## config.mk

```make
export PLATFORM = sky130hd
export DESIGN_NAME = local_port_ni
export DESIGN_NICKNAME = d
export VERILOG_FILES = /design/src/rtl/local_port_ni_pkg.sv /design/src/rtl/local_port_ni_rx_buffer.sv /design/src/rtl/local_port_ni.sv
export SDC_FILE = /design/constraint.sdc
export NUM_CORES = 1
export LEC_CHECK = 0
export ABC_CLOCK_PERIOD_IN_PS = 3100
export BUFFER_PORTS_ARGS = -buffer_cell sky130_fd_sc_hd__buf_2
export CORE_MARGIN = 3
export CORE_UTILIZATION = 54
export DETAILED_ROUTE_END_ITERATION = 10
export GPL_TIMING_DRIVEN = 0
export PLACE_DENSITY = 0.8
export REMOVE_ABC_BUFFERS = 1
export SLEW_MARGIN = 20
export SYNTH_ARGS = -nofsm -noshare
export SYNTH_HDL_FRONTEND = slang
export SYNTH_SLANG_ARGS = --single-unit
```

## constraint.sdc

```tcl
create_clock -name clk -period 3.1 [get_ports clk]
set_clock_uncertainty 0.05 [all_clocks]
set_input_delay 0.31 -clock clk [delete_from_list [all_inputs] [get_ports clk]]
set_output_delay 0.31 -clock clk [all_outputs]
set_load 0.1 [all_outputs]
```

## src/rtl/local_port_ni_pkg.sv

```systemverilog
// Shared constants and send FSM state encoding for the Local-port network interface.
package local_port_ni_pkg;

  localparam int SIZE     = 16;
  localparam int NI_CNT_W = 16;

  typedef enum logic [1:0] {
    NI_S_IDLE = 2'd0,
    NI_S_REQ  = 2'd1,
    NI_S_RTZ  = 2'd2
  } ni_send_state_e;

endpackage

```

## src/rtl/local_port_ni_rx_buffer.sv

```systemverilog
// First-word-fall-through receive buffer; pointers carry one extra wrap bit
// so full and empty can be told apart when the index bits match.
module ni_rx_buffer
  import local_port_ni_pkg::*;
#(
  parameter int DEPTH = 4
) (
  input  logic            clk,
  input  logic            reset,
  input  logic            write,
  input  logic [SIZE-1:0] item_in,
  input  logic            read,
  output logic [SIZE-1:0] item_out,
  output logic            full,
  output logic            empty
);

  localparam int AW = $clog2(DEPTH);

  logic [SIZE-1:0] mem_q [DEPTH];
  logic [AW:0]     wr_ptr_q, wr_ptr_d;
  logic [AW:0]     rd_ptr_q, rd_ptr_d;
  logic            wr_en, rd_en;

  assign empty    = (wr_ptr_q == rd_ptr_q);
  assign full     = (wr_ptr_q[AW] != rd_ptr_q[AW]) &&
                    (wr_ptr_q[AW-1:0] == rd_ptr_q[AW-1:0]);
  assign wr_en    = write && !full;
  assign rd_en    = read && !empty;
  assign item_out = mem_q[rd_ptr_q[AW-1:0]];

  always_comb begin
    wr_ptr_d = wr_ptr_q;
    rd_ptr_d = rd_ptr_q;
    if (wr_en) wr_ptr_d = wr_ptr_q + (AW+1)'(1);
    if (rd_en) rd_ptr_d = rd_ptr_q + (AW+1)'(1);
  end

  always_ff @(posedge clk) begin
    if (reset) begin
      wr_ptr_q <= '0;
      rd_ptr_q <= '0;
    end else begin
      wr_ptr_q <= wr_ptr_d;
      rd_ptr_q <= rd_ptr_d;
    end
  end

  // Storage needs no reset: the pointers alone decide what is visible.
  always_ff @(posedge clk) begin
    if (wr_en) mem_q[wr_ptr_q[AW-1:0]] <= item_in;
  end

endmodule

```

## src/rtl/local_port_ni.sv

```systemverilog
// Local-port network interface: valid/ready tile side, four-phase req/ack
// router side in both directions, plus traffic counters.
module local_port_ni
  import local_port_ni_pkg::*;
#(
  parameter int id    = -1,
  parameter int DEPTH = 4
) (
  input  logic                clk,
  input  logic                reset,
  input  logic                send_valid,
  output logic                send_ready,
  input  logic [SIZE-1:0]     send_data,
  output logic                recv_valid,
  input  logic                recv_ready,
  output logic [SIZE-1:0]     recv_data,
  output logic                tx_req,
  input  logic                tx_ack,
  output logic [SIZE-1:0]     tx_data,
  input  logic                rx_req,
  output logic                rx_ack,
  input  logic [SIZE-1:0]     rx_data,
  output logic [NI_CNT_W-1:0] sent_count,
  output logic [NI_CNT_W-1:0] recv_count
);

  if (DEPTH < 2 || (DEPTH & (DEPTH - 1)) != 0) begin : g_depth_check
    $error("local_port_ni(id=%0d): DEPTH must be a power of two >= 2", id);
  end

  ni_send_state_e        state_q, state_d;
  logic                  tx_req_q;
  logic [SIZE-1:0]       tx_data_q;
  logic [NI_CNT_W-1:0]   sent_count_q;
  logic                  rx_ack_q, rx_ack_d;
  logic [NI_CNT_W-1:0]   recv_count_q;
  logic                  accept, ack_done;
  logic                  capture, pop;
  logic                  buf_full, buf_empty;

  // send_ready is also gated by tx_ack so a stale ack held high in idle
  // can never let a word be accepted that the FSM would not register.
  always_comb begin
    state_d    = state_q;
    accept     = 1'b0;
    ack_done   = 1'b0;
    send_ready = 1'b0;
    case (state_q)
      NI_S_IDLE: begin
        send_ready = !tx_ack;
        if (send_valid && !tx_ack) begin
          state_d = NI_S_REQ;
          accept  = 1'b1;
        end
      end
      NI_S_REQ: begin
        if (tx_ack) begin
          state_d  = NI_S_RTZ;
          ack_done = 1'b1;
        end
      end
      NI_S_RTZ: begin
        if (!tx_ack) state_d = NI_S_IDLE;
      end
      default: state_d = NI_S_IDLE;
    endcase
  end

  always_ff @(posedge clk) begin
    if (reset) begin
      state_q      <= NI_S_IDLE;
      tx_req_q     <= 1'b0;
      tx_data_q    <= '0;
      sent_count_q <= '0;
    end else begin
      state_q <= state_d;
      if (accept) begin
        tx_req_q  <= 1'b1;
        tx_data_q <= send_data;
      end
      if (ack_done) begin
        tx_req_q     <= 1'b0;
        sent_count_q <= sent_count_q + NI_CNT_W'(1);
      end
    end
  end

  // Full is the pre-edge state, so a same-edge pop never frees room for a capture.
  assign capture = rx_req && !rx_ack_q && !buf_full;
  assign pop     = recv_ready && !buf_empty;

  always_comb begin
    rx_ack_d = rx_ack_q;
    if (capture)      rx_ack_d = 1'b1;
    else if (!rx_req) rx_ack_d = 1'b0;
  end

  always_ff @(posedge clk) begin
    if (reset) begin
      rx_ack_q     <= 1'b0;
      recv_count_q <= '0;
    end else begin
      rx_ack_q <= rx_ack_d;
      if (capture) recv_count_q <= recv_count_q + NI_CNT_W'(1);
    end
  end

  ni_rx_buffer #(.DEPTH(DEPTH)) u_rx_buffer (
    .clk      (clk),
    .reset    (reset),
    .write    (capture),
    .item_in  (rx_data),
    .read     (pop),
    .item_out (recv_data),
    .full     (buf_full),
    .empty    (buf_empty)
  );

  assign recv_valid = !buf_empty;
  assign tx_req     = tx_req_q;
  assign tx_data    = tx_data_q;
  assign rx_ack     = rx_ack_q;
  assign sent_count = sent_count_q;
  assign recv_count = recv_count_q;

endmodule

```

Yosys cells after proc, flatten, opt, wreduce, memory -nomap -nowiden

Memory sizes are Yosys's and may differ from the RTL's. A register that Yosys moved wholly into a read port is not among the register bits.
Cells that the tools add are included.

Add/sub/neg operators: 4
Eq/ne operators: 9
Mux-type cells: 15
Reduce and logical (&&, ||, !) cells: 14

Operator list:

| cell                                                             | count |
|---|---|
| 16-bit by 1-bit adder with 16-bit output (second input constant) | 2 |
| 2-bit 2-to-1 mux                                                 | 5 |
| 1-bit 2-to-1 mux                                                 | 9 |
| 1-bit logical AND                                                | 7 |
| 3-bit by 1-bit adder with 3-bit output (second input constant)   | 2 |
| 2-bit != test (second input constant)                            | 3 |
| 2-bit case mux with 3 select lines                               | 1 |
| 1-bit zero test                                                  | 4 |
| 3-bit == test                                                    | 1 |
| 3-bit AND reduction                                              | 1 |
| 2-bit by 1-bit == test with 1-bit output (second input constant) | 1 |
| 2-bit == test                                                    | 1 |
| 2-bit == test (second input constant)                            | 1 |
| 2-bit zero test                                                  | 1 |
| 2-bit by 1-bit != test with 1-bit output (second input constant) | 1 |
| 2-bit OR reduction                                               | 1 |
| 1-bit != test                                                    | 1 |

Register bits after elaboration: 58
RAM bits: 64
Input bits: 38
Word-level logic and storage cells: 51
Memories kept: 1

Memories:

| name              | depth | width | read ports | clocked after Yosys merged registers in | wr ports | RTL line                      | source |
|---|---|---|---|---|---|---|---|
| u_rx_buffer.mem_q | 4     | 16    | 1          | 1                                       | 1        | local_port_ni_rx_buffer.sv:20 | `logic [SIZE-1:0] mem_q [DEPTH];` |

Depth between registers and ports, before layout

Depth after elaboration: 7
Mapped depth: 6

Modules after synthesis

From an unflattened synthesis, not the netlist that was laid out.

Cells, all modules: 407
Area total of the unflattened synthesis: 5058.6 µm²

By module, submodules not included:

| module        | times used | cells an instance | area an instance (µm²) | seq. area each (µm²) |
|---|---|---|---|---|
| ni_rx_buffer  | 1          | 152               | 2885.3                 | 2082.0 |
| local_port_ni | 1          | 255               | 2173.3                 | 1041.0 |

Worst setup path after synthesis

No wires, ideal clock.

Path type: register -> register
Start point: reg state_q[0]
End point: reg tx_data_q[10] (netlist: tx_data[10])
Arrival time: 3.485 ns
Data required time: 2.980 ns
Setup slack: -0.505 ns
Stages on the path, launching flop included: 7
Buffers on the path: 2
Period minus slack after synthesis: 3.605 ns
Cells stage by stage: dfxtp_1 -> nor3_1 -> and2_1 -> clkbuf_1 -> clkbuf_1 -> nand2_1 -> a21oi_1

Cells in the longest elaborated chain, start to end: 2

Ends and longest elaborated chain:

| what                   | RTL line            | source |
|---|---|---|
| start, declared        | local_port_ni.sv:31 | `ni_send_state_e state_q, state_d;` |
| start signal, assigned | local_port_ni.sv:76 | `state_q <= state_d;` |
| 2-bit zero test        | local_port_ni.sv:48 | `case (state_q)` |
| 1-bit 2-to-1 mux       | local_port_ni.sv:48 |  |
| end signal, assigned   | local_port_ni.sv:79 | `tx_data_q <= send_data;` |
| end, declared          | local_port_ni.sv:33 | `logic [SIZE-1:0] tx_data_q;` |

Every way passes these cells.
A chain may end at the register's enable or synchronous reset.

==> metrics.txt <==
Die W 101.4 microns; VDD IR max 0.3995 mV; Min-Delay Path Class input port to register; slowest cell on the critical path dfxtp_1; Tcrit/Tclk final 0.8038; clock latency on the worst-skew pair 500 ps; CP Capture Type primary output; initial antenna violation count 0; Starting DRT DRC Count 141; Synth Register Bits 124; Hold Buf Count CTS 33; final antenna-violating net count 0; Max Buffers Root-to-Sink 2; largest area contributor in the netlist edfxtp_1; RSZ-0062 raised after global routing no; layout cells sized above 1 0.3112; Post-CTS Resized 0; status complete, no violations; final slew viol count 0; first-pass GRT wire length 16.48 mm; synth cell count leaders edfxtp_1 (64), dfxtp_1 (60), nand2_1 (44); top post-synthesis cells by area edfxtp_1 (39%), dfxtp_1 (24%), mux4_2 (7.3%); Worst-path clk slew 60 ps; nets 575; clock power share 0.394; CP arrival 2130 ps; Mapped Cells 386; Cell Int Power 0.003093 W; total CTS buffers 17; total power 0.004631 W; Mapped Area 0.004918 sq mm; # clock sinks 124; critical path launch point type register; CTS tree done; EDFF count, synth 64; cells along the critical path mux4_2 > buf_2; routed vias/inst 5.465; Final setup viols 0; Slew headroom 0.4695; die area 0.01029 sq mm; Multi-input gate area 0.001678 sq mm; Final HPWL DP 6.576 mm; RD Place Congestion 0.7628; syn_area_per_cell 12.74 sq um; All-Layer GR Usage 0.2094; routed len/inst 15.96 microns; Worst Tran Pin Value 794.6 ps; max-cap violations 0; Port Buffers 105; largest net degree at the start of global routing 61; Die H 101.4 microns; H-tree levels 4; Ports 106; grt total ovfl 0; Fmax 401.3 MHz; top_reg_cell synth edfxtp_1; P&R area growth vs syn 31.75%; Design Area, Final 0.006480 sq mm; number of setup buffers added after CTS 0; hold_ws 51.57 ps; PD cells 714.6 mW/mm^2; CP Data Required Time 2740 ps; Netlist cell types 37; via count 3558; vias in the first global route 3444; asr flop ratio synth 0; post-synthesis sequential area ratio 0.6350; DR pass1 iterations 4; Switch Pwr 0.001538 W; Switching Share 0.3320; Starting Density 0.5613; Pleak 2.485 nW; Post-Route WL 10.39 mm; Period minus WS final 2492 ps; kind of critical path register to primary output; Combinational Power Share 0.204; Post-Place Cell Area 0.005570 sq mm; Util after Layout 0.7394; # diodes 0; Max FO, Critical Path 16; top-count cell post-synth edfxtp_1; FP Rows 34; register area 0.003124 sq mm; DRC errors left 0; core footprint 0.008763 sq mm; Root Driver clkbuf_8; register share of total power 0.402; synth warn 0; Yosys top cell area share 0.3907; CP max stage delay 840 ps; fillcell total 596; final hold viol count 0
==> sequential cells by signal, indices dropped and copies added, names as in the netlist, named ones only <==
name and count:
u_rx_buffer.mem_q 64, recv_count 16, sent_count 16, tx_data 16
u_rx_buffer.rd_ptr_q 3, u_rx_buffer.wr_ptr_q 3, state_q 2, rx_ack 1
tx_req 1
==> path summary, 6_finish.rpt <==
check | start | end | slack [ps] | cells past startpoint
worst max-delay path | register | recv_data[5] | 610 | 2
worst min-delay path | send_valid | state_q[0]$_SDFFE_PP0P_ | 50 | 3
worst max register to register | u_rx_buffer.rd_ptr_q[0]$_SDFFE_PP0P_ | u_rx_buffer.mem_q[3][11]$_DFFE_PP_ | 1030 | 4
worst min register to register | tx_data[13]$_SDFFE_PP0P_ | tx_data[13]$_SDFFE_PP0P_ | 400 | 2
==> power by group through the flow <==
stage	logic (W)	registers, W	clock network (W)
floorplan	0.000643	0.00199	0
global placement	0.000879	0.00189	0
detailed placement	0.000907	0.00190	0
CTS	0.000943	0.00186	0.00186
global route	0.000984	0.00187	0.00194
finish	0.000945	0.00186	0.00182
==> final cells by class <==
class,instances,share of cell area
well taps,108,0.02085
clock buffers,17,0.06391
multi-input cells,231,0.2589
flip-flops and latches,124,0.4821
repair buffers,144,0.1450
clock inverters,15,0.02221
inverters,12,0.006951
==> metal layers <==
metal	vias up	wire [microns]	GRT usage
met5	-	0	0
met4	0	182	0.07260
met3	15	525	0.06405
met2	97	5455	0.3617
met1	1722	4225	0.2485
li1	1724	-	-
==> per-stage QoR <==
step | worst slack (ps) | setup TNS, ps | instances
2_1_floorplan | -622.9 | -10260 | 367
3_3_place_gp | -38.48 | -1998 | 580
3_5_place_dp | 704.7 | 0 | 585
4_1_cts | 163.1 | 0 | 650
5_1_grt | 484.9 | 0 | 651
6_report | 608.3 | 0 | 651
==> worst max-delay path, delay by kind of cell, from the launching register on <==
family	cells	cell delay (ps)
buffers and inverters	1	430
multiplexers	1	360
flip-flops	1	840
==> cell families (layout without fill, tap and decap cells) <==
family,after synthesis,in the layout,synth area share
buffers and inverters,31,188,0.02798
adders and majority gates,7,7,0.01781
and+or+nand+nor,125,125,0.1280
DFF,124,124,0.6350
AOI/OAI and AO/OA,60,60,0.07250
xor gates and xnor gates,18,18,0.03510
muxes,21,21,0.08369
==> cell usage in the layout, fill, tap and decap left out, types with 3 or more instances in the layout <==
master	synthesis	final
buf_2	2	105
edfxtp_1	64	64
dfxtp_1	60	59
nand2_1	44	44
a21oi_1	36	36
dlygate4sd3_1	0	33
nor2_1	25	21
mux4_2	16	16
clkbuf_16	0	16
inv_1	12	12
o31ai_1	12	12
or4_1	11	11
xor2_1	10	10
or3_1	10	10
nand3_1	8	8
ha_1	7	7
xnor2_1	6	6
clkinv_4	0	6
o21ai_1	5	5
nor2_2	0	4
nor3_1	4	4
and4_1	4	4
o21ai_0	4	4
nand4_1	4	4
mux2i_1	4	4
nor3b_1	3	3
clkinvlp_4	0	3
buf_6	2	3
(Power assumes the default switching activity.)
